## src/rtl/act_rr_arbiter.sv

```systemverilog
// Round-robin arbiter that shares one activation stage between NUM_CH streams.
// A channel holds the grant for up to BURST_LEN beats; the output is one register stage.

module act_rr_slot #(
    parameter int DATA_WIDTH = 12,
    parameter int CH_WIDTH   = 2,
    parameter int IDX        = 0
) (
    input  logic [CH_WIDTH-1:0]   sel,
    input  logic                  en,
    input  logic [DATA_WIDTH-1:0] data,
    output logic                  ready,
    output logic [DATA_WIDTH-1:0] data_gated
);
    logic hit;

    assign hit        = (sel == CH_WIDTH'(IDX));
    assign ready      = en & hit;
    // Zero when not selected so the top can OR all slots into one mux
    assign data_gated = hit ? data : '0;
endmodule

module act_rr_arbiter #(
    parameter int NUM_CH     = 4,
    parameter int DATA_WIDTH = 12,
    parameter int BURST_LEN  = 8,
    parameter int CH_WIDTH   = $clog2(NUM_CH)
) (
    input  logic                         clk,
    input  logic                         rst,
    input  logic [NUM_CH-1:0]            arb_valid_in,
    output logic [NUM_CH-1:0]            arb_ready_in,
    input  logic [NUM_CH*DATA_WIDTH-1:0] arb_data_in,
    input  logic                         arb_ready_out,
    output logic                         arb_valid_out,
    output logic [DATA_WIDTH-1:0]        arb_data_out,
    output logic [CH_WIDTH-1:0]          arb_ch_out,
    output logic                         arb_last_out
);
    localparam int CNT_W = $clog2(BURST_LEN + 1);

    typedef enum logic {IDLE, BURST} state_t;

    state_t                state, state_n;
    logic [CH_WIDTH-1:0]   grant_ch, grant_n;
    logic [CH_WIDTH-1:0]   rr_ptr, rr_n;
    logic [CNT_W-1:0]      beat_cnt, cnt_n;

    logic                  adv, any_valid, en, xfer, at_last;
    logic [CH_WIDTH-1:0]   search_sel, sel;
    logic [DATA_WIDTH-1:0] sel_data;
    logic [NUM_CH-1:0][DATA_WIDTH-1:0] data_gated;

    function automatic logic [CH_WIDTH-1:0] next_ch(input logic [CH_WIDTH-1:0] c);
        return (c == CH_WIDTH'(NUM_CH - 1)) ? '0 : c + CH_WIDTH'(1);
    endfunction

    assign adv       = arb_ready_out | ~arb_valid_out;
    assign any_valid = |arb_valid_in;

    // First valid channel scanning upward from rr_ptr with wrap
    always_comb begin
        logic                found;
        logic [CH_WIDTH-1:0] idx;
        search_sel = rr_ptr;
        found      = 1'b0;
        idx        = '0;
        for (int i = 0; i < NUM_CH; i++) begin
            idx = CH_WIDTH'((int'(rr_ptr) + i) % NUM_CH);
            if (!found && arb_valid_in[idx]) begin
                search_sel = idx;
                found      = 1'b1;
            end
        end
    end

    assign sel = (state == BURST) ? grant_ch : search_sel;
    assign en  = ~rst & adv & ((state == BURST) | any_valid);

    for (genvar k = 0; k < NUM_CH; k++) begin : g_slot
        act_rr_slot #(
            .DATA_WIDTH (DATA_WIDTH),
            .CH_WIDTH   (CH_WIDTH),
            .IDX        (k)
        ) u_slot (
            .sel        (sel),
            .en         (en),
            .data       (arb_data_in[k*DATA_WIDTH +: DATA_WIDTH]),
            .ready      (arb_ready_in[k]),
            .data_gated (data_gated[k])
        );
    end

    always_comb begin
        sel_data = '0;
        for (int k = 0; k < NUM_CH; k++)
            sel_data = sel_data | data_gated[k];
    end

    assign xfer    = |(arb_valid_in & arb_ready_in);
    // In IDLE the accepted beat is the first of its grant
    assign at_last = (state == IDLE) ? (BURST_LEN == 1)
                                     : (beat_cnt == CNT_W'(BURST_LEN - 1));

    always_comb begin
        state_n = state;
        grant_n = grant_ch;
        rr_n    = rr_ptr;
        cnt_n   = beat_cnt;
        if (adv) begin
            case (state)
                IDLE: begin
                    if (any_valid) begin
                        grant_n = sel;
                        cnt_n   = CNT_W'(1);
                        if (BURST_LEN == 1)
                            rr_n = next_ch(sel);
                        else
                            state_n = BURST;
                    end
                end
                BURST: begin
                    if (arb_valid_in[grant_ch]) begin
                        cnt_n = beat_cnt + CNT_W'(1);
                        if (at_last) begin
                            state_n = IDLE;
                            rr_n    = next_ch(grant_ch);
                        end
                    end else begin
                        // Requester went quiet: give the grant up early
                        state_n = IDLE;
                        rr_n    = next_ch(grant_ch);
                    end
                end
                default: state_n = IDLE;
            endcase
        end
    end

    always_ff @(posedge clk) begin
        if (rst) begin
            state    <= IDLE;
            grant_ch <= '0;
            rr_ptr   <= '0;
            beat_cnt <= '0;
        end else begin
            state    <= state_n;
            grant_ch <= grant_n;
            rr_ptr   <= rr_n;
            beat_cnt <= cnt_n;
        end
    end

    always_ff @(posedge clk) begin
        if (rst) begin
            arb_valid_out <= 1'b0;
            arb_data_out  <= '0;
            arb_ch_out    <= '0;
            arb_last_out  <= 1'b0;
        end else if (adv) begin
            arb_valid_out <= xfer;
            if (xfer) begin
                arb_data_out <= sel_data;
                arb_ch_out   <= sel;
                arb_last_out <= at_last;
            end
        end
    end
endmodule
```

## config.mk

```make
export PLATFORM = sky130hd
export DESIGN_NAME = act_rr_arbiter
export DESIGN_NICKNAME = d
export VERILOG_FILES = /design/src/rtl/act_rr_arbiter.sv
export SDC_FILE = /design/constraint.sdc
export NUM_CORES = 1
export LEC_CHECK = 0
export CORE_ASPECT_RATIO = 1.4
export CORE_UTILIZATION = 44
export CTS_BUF_LIST = sky130_fd_sc_hd__clkbuf_4 sky130_fd_sc_hd__clkbuf_8
export DETAILED_ROUTE_END_ITERATION = 10
export GPL_TIMING_DRIVEN = 1
export PLACE_DENSITY = 0.9
export SKIP_CTS_REPAIR_TIMING = 1
export SLEW_MARGIN = 10
export SYNTH_ARGS = -nofsm -noshare
export SYNTH_HDL_FRONTEND = slang
export SYNTH_HIERARCHICAL = 1
export SYNTH_SLANG_ARGS = --single-unit
```

## constraint.sdc

```tcl
create_clock -name clk -period 3.66 [get_ports clk]
set_input_delay 0.732 -clock clk [delete_from_list [all_inputs] [get_ports clk]]
set_output_delay 0.732 -clock clk [all_outputs]
set_load 0.05 [all_outputs]
```

-- After elaboration in Yosys (flattened, before gate mapping)
Cells that the tools add are included.
- equality and inequality tests: 8
- order comparisons: 5
- reductions and logical operators: 13
- bitwise gates (word level): 15
- muxes and demuxes: 32
- add/subtract/negate cells: 5
- operators with widths (kind ; number):
    12-bit two-way mux ; 4
    12-bit OR ; 3
    2-bit by 3-bit < comparator with 1-bit output (second input constant) ; 5
    2-bit two-way mux ; 7
    1-bit two-way mux ; 12
    1-bit binary-select mux with 2-bit select ; 5
    3-bit AND reduction ; 3
    4-bit two-way mux ; 2
    4-bit case mux with 2 select lines ; 1
    4-bit OR reduction ; 2
    1-bit AND ; 6
    2-bit equality test (second input constant) ; 3
    2-bit by 1-bit adder with 2-bit output (second input constant) ; 2
    2-bit adder (second input constant) ; 2
    4-bit by 1-bit adder with 4-bit output (second input constant) ; 1
    4-bit AND ; 1
    4-bit by 3-bit equality test with 1-bit output (second input constant) ; 1
    2-bit inequality test (second input constant) ; 2
    1-bit logical AND ; 3
    1-bit logical NOT ; 3
    1-bit NOT ; 3
    2-bit by 1-bit equality test with 1-bit output (second input constant) ; 1
    2-bit logical NOT ; 1
    2-bit by 1-bit inequality test with 1-bit output (second input constant) ; 1
    other kinds (3) ; 4
- word-level logic and storage cells: 86
- bits of input ports: 55
- register bits after elaboration: 25

-- Depth between registers and ports, before layout
Gate-level depths: netlist (run 1).
- word-level depth: 18
- mapped depth: 10
- gate-level depth less buffers: 9

-- Modules after synthesis
The synthesis (run 1) kept the hierarchy.
- by module, submodules not included (module ; seq. area each (um^2) ; cells each ; area each (um^2) ; instances):
    act_rr_arbiter ; 500.5 ; 142 ; 1226.2 ; 1
    act_rr_slot (g_slot[1].u_slot ...) ; 0.0 ; 15 ; 136.4 ; 2
    act_rr_slot (g_slot[0].u_slot) ; 0.0 ; 15 ; 170.2 ; 1
    act_rr_slot (g_slot[3].u_slot) ; 0.0 ; 15 ; 103.8 ; 1

-- Worst setup path before layout (run 1)
No wires, ideal clock.
- path type: input to register
- start point: in arb_valid_in[2]
- end point: reg arb_data_out[0]
- path slack: -0.360 ns
- arrival time: 3.882 ns
- stages: 10
- library setup time: 0.138 ns
- cells stage by stage: nor2b_1 > a2111o_1 > nand3_1 > nand2_1 > nor3b_1 > a22oi_1 > a21oi_1 > buf_2 > buf_1 > a211oi_1
- cells in the longest elaborated chain, start to end: 18
- elaborated cells between the ends (all ways): 42
- classes of those cells: eq/ne (3); mux (19); bitwise (10); reduce/logical (10)
- ends and longest elaborated chain (what ; RTL line ; text):
    start, declared ; 31 ; input logic [NUM_CH-1:0] arb_valid_in,
    1-bit binary-select mux with 2-bit select ; 70 ; if (!found && arb_valid_in[idx]) begin
    1-bit two-way mux (implied by the code) ; 70 ;
    1-bit two-way mux ; 70 ;
    1-bit logical NOT ; 70 ;
    1-bit logical AND ; 70 ;
    1-bit two-way mux ; 70 ;
    1-bit logical NOT ; 70 ;
    1-bit logical AND ; 70 ;
    (+4 left out) ; - ;
    2-bit two-way mux (*) ; 77 ; assign sel = (state == BURST) ? grant_ch : search_sel;
    named net sel[1] ; 50 ; logic [CH_WIDTH-1:0] search_sel, sel;
    2-bit logical NOT (*) ; 17 ; assign hit = (sel == CH_WIDTH'(IDX));
    1-bit AND (*) ; 18 ; assign ready = en & hit;
    named net arb_ready_in[0] ; 32 ; output logic [NUM_CH-1:0] arb_ready_in,
    4-bit AND (*) ; 100 ; assign xfer = |(arb_valid_in & arb_ready_in);
    4-bit OR reduction (*) ; 100 ;
    2-bit AND reduction (no source line) (*) ; - ;
    end signal, assigned ; 163 ; arb_data_out <= sel_data;
    end, declared ; 36 ; output logic [DATA_WIDTH-1:0] arb_data_out,
Mark *: on every way through the listed nets, which the timed path passes. The rest lies on a longest branch. The select of a mux whose other input is x is not followed.
A chain may end at the register's enable or synchronous reset.

-- Worst setup path in the final report (run 1)
- start point: in arb_valid_in[2]
- end point: out arb_ready_in[1]
- elaborated cells between the ends (all ways): 26
- classes of those cells: eq/ne (1); mux (15); bitwise (3); reduce/logical (7)
- RTL lines (what ; RTL line ; text):
    4-bit OR reduction ; 59 ; assign any_valid = |arb_valid_in;
    1-bit OR ; 78 ; assign en = ~rst & adv & ((state == BURST) | any_valid);
    1-bit AND ; 78 ;
    named net en ; 49 ; logic adv, any_valid, en, xfer, at_last;
    1-bit AND ; 18 ;
    end, declared ; 32 ;
The timed path passes the listed nets, and every way through them passes these cells. The select of a mux whose other input is x is not followed.

==> metrics.md, run 1 <==
| Metric | Value |
|---|---|
| Result of the run | `complete, no violations` |
| IO Pins | `75` |
| Cell row count | `26` |
| Hold Crit Class | `flip-flop to flip-flop` |
| Global-route wire length before repair | `7880 um` |
| Num Clock Sinks | `25` |
| Final core utilization | `70.6%` |
| Num CTS Buffers | `3` |
| Required time of the critical path | `2930 ps` |
| Commonest cells after routing, fill and taps aside | `70 x clkdlybuf4s50_1, 25 x dfxtp_1, 22 x nor2_1` |
| Die W | `around 56 um` |
| FF-to-FF path depth | `9` |
| Worst Setup Path Type | `primary input to output port` |
| Syn-to-layout area delta | `49.0%` |
| Max VDD drop | `0.257 mV` |
| Global Route met2 Usage | `around 44%` |
| Worst-margin pin slew | `667 ps` |
| Cell repeated most along the worst path | `buf_4` |
| Post-synth ARST share | `0%` |
| Crit path max-delay family | `simple AND/OR/NAND/NOR gates` |
| Clock root cell | `clkbuf_8` |
| Die Area | `4290 um2` |
| Final global-route overflow total | `0` |
| #FFs+latches synth | `25` |
| Core ar. | `3740 um2` |
| Final Max Tran Viols | `0` |
| Final setup vio count | `0` |
| Clk slew on worst S/H paths | `90 ps` |
| Compound-Gate Fraction of Synth Area | `14.3%` |
| Worst hold stages | `2` |
| Drt total wl | `approximately 4800 um` |
| Avg Vias per Cell | `5.76` |
| Initial Utilization | `47.4%` |
| Setup slack after placement | `-212 ps` |
| RSZ-0062 raised after global routing | `no` |
| Inserted Diodes | `0` |
| Routed Antenna Nets | `0` |
| Pwr Total | `about 980 uW` |
| Number of DRC markers in iteration 0 | `75` |
| Vias in the first global route | `between 1500 and 2000` |
| Synth Area in Simple Gates | `45.2%` |
| Placed Instances | `approximately 310` |
| # Max-Cap Violations | `0` |
| Critical Path Start | `arb_valid_in[2]` |
| Syn Inst Count | `202` |
| Final hold viol count | `0` |
| Final hold slack | `498 ps` |
| Worst path bufs/invs | `4` |
| Crit-path cells | `clkdlybuf4s50_1, buf_4, or4_4, o21ai_4, nor2_1, and3b_2, buf_4, buf_12` |
| CP endpoint kind | `output port` |
| GR Util met3 | `under 10%` |
| # nets final | `334` |
| CP peak stage delay | `580 ps` |
| # DRC | `0` |
| Port bufs | `74` |
| Antenna violations before repair | `0` |
| Fmax | `286 MHz` |
| Startpoint types | `primary input` |
| EDFF count, synth | `0` |
| Via count | `1833` |
| GRT Total Usage | `22.9%` |
| Hpwl dp | `between 3000 and 4000 um` |
| Largest family of logic cells by synthesized area | `simple AND/OR/NAND/NOR gates` |
| Leakage | `0.00108 uW` |
| Most common library cell in the layout ignoring fill and taps | `clkdlybuf4s50_1` |
| Most Used Layer, Global Route | `met2` |
| Min Tclk post-route | `3500 ps` |
| Hold wc startpoint | `beat_cnt[3]` |
| Largest net degree at the start of global routing | `slightly below 50` |
| Filler cells | `297` |
| Multiplexer share of the synthesized area | `3.53%` |
| Layout cells sized above 1 | `16.7%` |
| RD Place Congestion | `0.866` |
| Final cell count without fillers | `between 300 and 400` |
| Adder-cell share of the synthesized area | `1.41%` |
| Levels on crit path | `8` |
| Slowest-stage cell, CP | `or4_4` |
| Post-synth cell types | `40` |
| Dominant register cell in the synthesized netlist | `dfxtp_1` |
| WL/cell | `15.1 um` |
| Setup ws final | `around 160 ps` |
| CP arrival | `2770 ps` |
| Worst r2r src | `rr_ptr[0]` |
| Die Y | `~77 um` |
| Mapped Nets | `roughly 260` |
| DR pass1 iterations | `5` |
| CTS tree | `yes` |
| YS warnings | `6` |
| CP max FO | `5` |
| Register area share after synthesis | `28.2%` |
| Syn Std Cell Area | `1770 um2` |
| Final Skew | `1.30 ps` |
| Max Root-Sink Buffers | `2` |
| Fraction of synthesized cell area in xor and xnor cells | `0%` |
| Power Density | `371 nW/um2` |
| Avg Synthesized Cell Area | `between 8 and 9 um2` |
| Met1 global-route usage | `22.5%` |
| Final Cycle Share | `95.6%` |
| H-tree Lvls | `1` |
| Worst slew margin | `roughly 55%` |
| Clock latency on the worst-skew pair | `270 ps` |
==> cell families after synthesis <==
kind of cell,after synthesis
DFF,25
AOI/OAI and AO/OA,35
and+or+nand+nor,117
buffers and inverters,18
muxes,5
adders and majority gates,2
==> sequential cells by signal, summed over array words and instances, names as in the netlist <==
register / count
arb_data_out: 12
beat_cnt: 4
state: 1
arb_ch_out: 2
grant_ch: 2
arb_valid_out: 1
arb_last_out: 1
rr_ptr: 2
==> cells in the mapped netlist (all sizes together), types with 4 or more instances <==
cell    instances  area, um2
nor4           12       75.1
nand3           4       20.0
and3b          26        235
mux2i           4       40.0
nand4           4       25.0
o21ai           5       25.0
nand2           8       30.0
clkbuf          4       16.3
and3           14       91.3
nor2b           4       25.0
dfxtp          25        500
nor2           22       82.6
a211oi         13        110
nor3b          14        155
a21oi           6       30.0
buf            12        106
==> power by group <==
part / internal (uW) / leakage [uW] / switching [uW]
Clock: 77.3 / 0.0000217 / 91.8
Sequential: 306 / 0.000205 / 25.4
Combinational: 214 / 0.000857 / 266
Total: 597 / 0.00108 / 383
==> metrics by stage <==
step	cell area (um2)	setup TNS [ps]
2_1_floorplan	1780	0
3_3_place_gp	2570	-1240
3_5_place_dp	2570	-3310
4_1_cts	2620	-904
5_1_grt	2640	0
6_report	2640	0
==> layout make-up <==
type	instances	area, um2	area share [%]
Clock buffer	3	41.3	1.56
Clock inverter	1	7.51	0.284
Inverter	2	7.51	0.284
Multi-Input combinational cell	159	1170	44.4
Sequential cell	25	500	18.9
Tap cell	42	52.6	1.99
Timing Repair Buffer	86	858	32.5
==> worst min-delay path: stages, from the launching register on <==
cell and delay [ps]:
dfxtp_1 330, o21ai_0 70, a21oi_1 60
==> layer usage <==
layer	share of wire [%]	vias up
li1	-	911
met1	36	828
met2	54	83
met3	7.0	11
met4	2.8	0
met5	0	-
==> final timing paths <==
check / endpoint / slack [ps]
worst max-delay path: arb_ready_in[1] / 160
worst max register to register: arb_ch_out[1] / 870
worst min register to register: beat_cnt[3] / 500
worst min-delay path: beat_cnt[3] / 500
(Power assumes the default switching activity.)
==> run 2: changes to the inputs <==
--- a/config.mk
+++ b/config.mk
@@ -6,11 +6,11 @@
 export NUM_CORES = 1
 export LEC_CHECK = 0
 export CORE_ASPECT_RATIO = 1.4
-export CORE_UTILIZATION = 44
+export CORE_UTILIZATION = 40
 export CTS_BUF_LIST = sky130_fd_sc_hd__clkbuf_4 sky130_fd_sc_hd__clkbuf_8
 export DETAILED_ROUTE_END_ITERATION = 10
 export GPL_TIMING_DRIVEN = 1
-export PLACE_DENSITY = 0.9
+export PLACE_DENSITY = 0.82
 export SKIP_CTS_REPAIR_TIMING = 1
 export SLEW_MARGIN = 10
 export SYNTH_ARGS = -nofsm -noshare
==> constraint.sdc (replaced) <==
create_clock -name clk -period 2.9 [get_ports clk]
set_input_delay 0.58 -clock clk [delete_from_list [all_inputs] [get_ports clk]]
set_output_delay 0.58 -clock clk [all_outputs]
set_load 0.05 [all_outputs]
==> metrics.md, run 2 (same netlist as run 1, synthesis figures left out) <==
| Metric | Value |
|---|---|
| Placed cell area | `roughly 2700 um2` |
| Hold Crit Class | `flip-flop to flip-flop` |
| R2R setup slack | `~470 ps` |
| Cell row count | `28` |
| Hpwl dp | `between 3000 and 4000 um` |
| Biggest register | `arb_data_out` |
| Clk slew on worst S/H paths | `around 90 ps` |
| Max reg flops | `12` |
| Leakage | `between 0.001 and 0.0015 uW` |
| Final cell count without fillers | `344` |
| Post-layout instance area | `2760 um2` |
| Setup slack after placement | `-357 ps` |
| Biggest regs | `arb_data_out (12), beat_cnt (4)` |
| RD Place Congestion | `slightly above 0.8` |
| Sw frac | `38.6%` |
| Die Y | `80.8 um` |
| H-tree Lvls | `1` |
| Die W | `just under 60 um` |
| GRT Total Usage | `slightly above 20%` |
| Die Area | `4710 um2` |
| Num Clock Sinks | `25` |
| Gate power share | `49.7%` |
| Fmax | `375 MHz` |
| Setup ws final | `approximately 240 ps` |
| Placed Instances | `339` |
| Worst slew margin | `64.9%` |
| Num CTS Buffers | `3` |
| Avg Vias per Cell | `approximately 5.3` |
| IO Pins | `75` |
| Storage cell area | `roughly 500 um2` |
| Min Tclk post-route | `2660 ps` |
| Worst-margin pin slew | `525 ps` |
| Number of DRC markers in iteration 0 | `62` |
| Final hold viol count | `0` |
| Final setup TNS | `0 ps` |
| Multi-input gate area | `~1200 um2` |
| Worst Setup Path Type | `primary input to output port` |
| # Max-Cap Violations | `0` |
| Clock group share of total power | `17.1%` |
| Initial Utilization | `41.8%` |
| Most common library cell in the layout ignoring fill and taps | `clkdlybuf4s50_1` |
| CTS tree | `yes` |
| Required time of the critical path | `2320 ps` |
| Final global-route overflow total | `0` |
| Drt total wl | `4580 um` |
| Psw | `488 uW` |
| RSZ-0062 raised after global routing | `no` |
| CP endpoint kind | `output port` |
| Clock latency on the worst-skew pair | `280 ps` |
| Final Max Tran Viols | `0` |
| Via count | `1813` |
| Int Power | `776 uW` |
| Max Root-Sink Buffers | `2` |
| Core ar. | `4240 um2` |
| Power Density | `458 nW/um2` |
| CP arrival | `2080 ps` |
| Filler cells | `356` |
| Routed Antenna Nets | `0` |
| Result of the run | `complete, no violations` |
| Global-route wire length before repair | `7440 um` |
| Largest net degree at the start of global routing | `45` |
| DR pass1 iterations | `4` |
| Vias in the first global route | `1708` |
| Final core utilization | `65.1%` |
| Port bufs | `74` |
| # DRC | `0` |
| WL/cell | `between 10 and 15 um` |
| Commonest cells after routing, fill and taps aside | `66 x clkdlybuf4s50_1, 25 x dfxtp_1, 22 x nor2_1` |
| Startpoint types | `primary input` |
| Syn-to-layout area delta | `55.7%` |
| Clock root cell | `clkbuf_8` |
| Max VDD drop | `0.194 mV` |
| Reg power frac | `33.2%` |
| Final setup vio count | `0` |
| CP max FO | `5` |
| Antenna violations before repair | `0` |
| Inserted Diodes | `0` |
| Final Cycle Share | `approximately nine tenths` |
| Layout cells sized above 1 | `about a fifth` |
| Final Skew | `7.68 ps` |
| # nets final | `342` |
## run 2: metal layers
metal	vias to the layer above	share of wire (%)	global-route usage, %
li1	923	-	-
met1	811	39	22.2
met2	70	53	37.6
met3	9	6.1	4.14
met4	0	2.0	7.62
met5	-	0	0
## run 2: cell type report
class | count | area share (%)
clock inverter | 1 | 0.272
sequential | 25 | 18.1
multi-input combinational | 159 | 42.6
tap | 60 | 2.72
inverter | 2 | 0.272
clock buffer | 3 | 1.50
timing repair buffer | 94 | 34.5
## run 2: worst max-delay path, cell delays in order
cell	delay, ps
dlymetal6s2s_1	160
nor2b_1	150
a2111o_1	380
nand3_2	100
nand2_2	80
buf_4	150
and3b_2	200
buf_4	140
buf_12	140
## run 2: metrics by stage
stage          total power, uW  hold slack [ps]
6_report                  1260              487
5_1_grt                   1340              513
4_1_cts                   1260              496
3_5_place_dp              1050              483
3_3_place_gp              1030              471
2_1_floorplan              829              451
## run 2: worst paths after layout
path | cells past startpoint | from | end
setup / recovery | 9 | arb_valid_in[2] | arb_ready_in[2]
hold / removal | 2 | beat_cnt[3] | beat_cnt[3]
setup reg to reg | 10 | rr_ptr[1] | arb_ch_out[0]
hold reg to reg | 2 | beat_cnt[3] | beat_cnt[3]
## run 2: power by group through the flow
stage                     logic (uW)  clock network [uW]  registers, uW
after floorplan                  299                   0            530
after global placement           610                   0            425
after detailed placement         623                   0            427
after CTS                        624                 220            419
after global routing             675                 236            426
final                            627                 216            420
==> run 3: changes to the inputs <==
--- a/config.mk
+++ b/config.mk
@@ -6,6 +6,7 @@
 export NUM_CORES = 1
 export LEC_CHECK = 0
 export CORE_ASPECT_RATIO = 1.4
+export CORE_MARGIN = 2
 export CORE_UTILIZATION = 40
 export CTS_BUF_LIST = sky130_fd_sc_hd__clkbuf_4 sky130_fd_sc_hd__clkbuf_8
 export DETAILED_ROUTE_END_ITERATION = 10
==> metrics.md, run 3 (same netlist as run 1, synthesis figures left out) <==
| Metric | Value |
|---|---|
| Final Skew | `roughly 5 ps` |
| Hpwl dp | `3760 um` |
| Final Max Tran Viols | `0` |
| Die Area | `4990 um2` |
| Port bufs | `74` |
| Min Tclk post-route | `2650 ps` |
| WL/cell | `approximately 14 um` |
| Biggest regs | `arb_data_out (12), beat_cnt (4)` |
| Gate power share | `50.5%` |
| Global-route wire length before repair | `7670 um` |
| Final global-route overflow total | `0` |
| Via count | `1835` |
| Final hold viol count | `0` |
| Result of the run | `complete, no violations` |
| RSZ-0062 raised after global routing | `no` |
| Inserted Diodes | `0` |
| Worst slew margin | `64.0%` |
| Max Root-Sink Buffers | `2` |
| Fmax | `around 380 MHz` |
| Largest net degree at the start of global routing | `49` |
| Die W | `60.3 um` |
| Layout cells sized above 1 | `~21%` |
| Startpoint types | `primary input` |
| Reg power frac | `33.0%` |
| IO Pins | `75` |
| Psw | `485 uW` |
| Drt total wl | `4670 um` |
| Core ar. | `4240 um2` |
| Biggest register | `arb_data_out` |
| Required time of the critical path | `2320 ps` |
| Clock group share of total power | `between 10% and 20%` |
| RD Place Congestion | `0.879` |
| Cell row count | `28` |
| Commonest cells after routing, fill and taps aside | `66 x clkdlybuf4s50_1, 25 x dfxtp_1, 21 x nor2_1` |
| Antenna violations before repair | `0` |
| # Max-Cap Violations | `0` |
| CTS tree | `yes` |
| Worst Setup Path Type | `primary input to output port` |
| Vias in the first global route | `1813` |
| H-tree Lvls | `1` |
| Sw frac | `38.2%` |
| Syn-to-layout area delta | `57.7%` |
| Power Density | `454 nW/um2` |
| CP endpoint kind | `output port` |
| CP max FO | `5` |
| Clk slew on worst S/H paths | `90 ps` |
| # DRC | `0` |
| GRT Total Usage | `between 10% and 20%` |
| Most common library cell in the layout ignoring fill and taps | `clkdlybuf4s50_1` |
| # nets final | `around 340` |
| CP arrival | `2070 ps` |
| Hold Crit Class | `flip-flop to flip-flop` |
| Num Clock Sinks | `25` |
| Avg Vias per Cell | `approximately 5.3` |
| Worst-margin pin slew | `around 540 ps` |
| Final setup TNS | `0 ps` |
| Final Cycle Share | `91.4%` |
| Clock root cell | `clkbuf_8` |
| Int Power | `785 uW` |
| Final cell count without fillers | `~350` |
| Max reg flops | `12` |
| Max VDD drop | `0.227 mV` |
| Die Y | `between 80 and 90 um` |
| Final setup vio count | `0` |
| Num CTS Buffers | `3` |
| Filler cells | `354` |
| Initial Utilization | `41.8%` |
| Clock latency on the worst-skew pair | `270 ps` |
| Number of DRC markers in iteration 0 | `66` |
| Leakage | `0.00118 uW` |
| Placed Instances | `339` |
| DR pass1 iterations | `4` |
| Routed Antenna Nets | `0` |
==> run 3: layout make-up <==
cell class	count	area, um2	area share [%]
flip-flops and latches	25	500	17.9
clock inverters	1	7.51	0.268
well taps	60	75.1	2.68
clock buffers	3	41.3	1.48
inverters	2	7.51	0.268
repair buffers	95	981	35.1
multi-input cells	159	1180	42.3
==> run 3: power groups by stage <==
stage          Sequential (uW)  Combinational [uW]  Clock [uW]
6_report                   419                 641         210
5_1_grt                    425                 691         227
4_1_cts                    418                 636         214
3_5_place_dp               426                 634           0
3_3_place_gp               425                 623           0
2_1_floorplan              530                 299           0
==> run 3: per-layer routing <==
layer	GRT usage (%)	share of wire [%]
met1	21.0	38
met2	37.2	54
met3	5.27	6.9
met4	6.44	1.3
met5	0	0
==> run 3: metrics by stage <==
| step | hold slack [ps] | total power, uW | cell area (um2) | setup slack (ps) | util (%) |
|---|---|---|---|---|---|
| floorplan | 451 | 829 | 1790 | 45.0 | - |
| global placement | 470 | 1050 | 2690 | -222 | 63.5 |
| detailed placement | 484 | 1060 | 2690 | -324 | 63.5 |
| CTS | 497 | 1270 | 2740 | -193 | 64.6 |
| global route | 529 | 1340 | 2800 | 88.0 | 66.0 |
| finish | 492 | 1270 | 2800 | 248 | 66.0 |
==> run 3: final timing paths <==
path | slack (ps) | startpoint | cells past startpoint | endpoint
setup / recovery | 250 | arb_valid_in[2] | 7 | arb_ready_in[2]
setup reg to reg | 460 | rr_ptr[1] | 10 | arb_ch_out[0]
hold / removal | 490 | beat_cnt[3] | 2 | beat_cnt[3]
hold reg to reg | 490 | beat_cnt[3] | 2 | beat_cnt[3]
==> run 3: critical path, cell delays in order <==
cell and delay (ps):
dlymetal6s2s_1 170, or4_4 570, o21ai_4 190, nor2_2 70, and3b_2 220, buf_4 140
buf_12 140
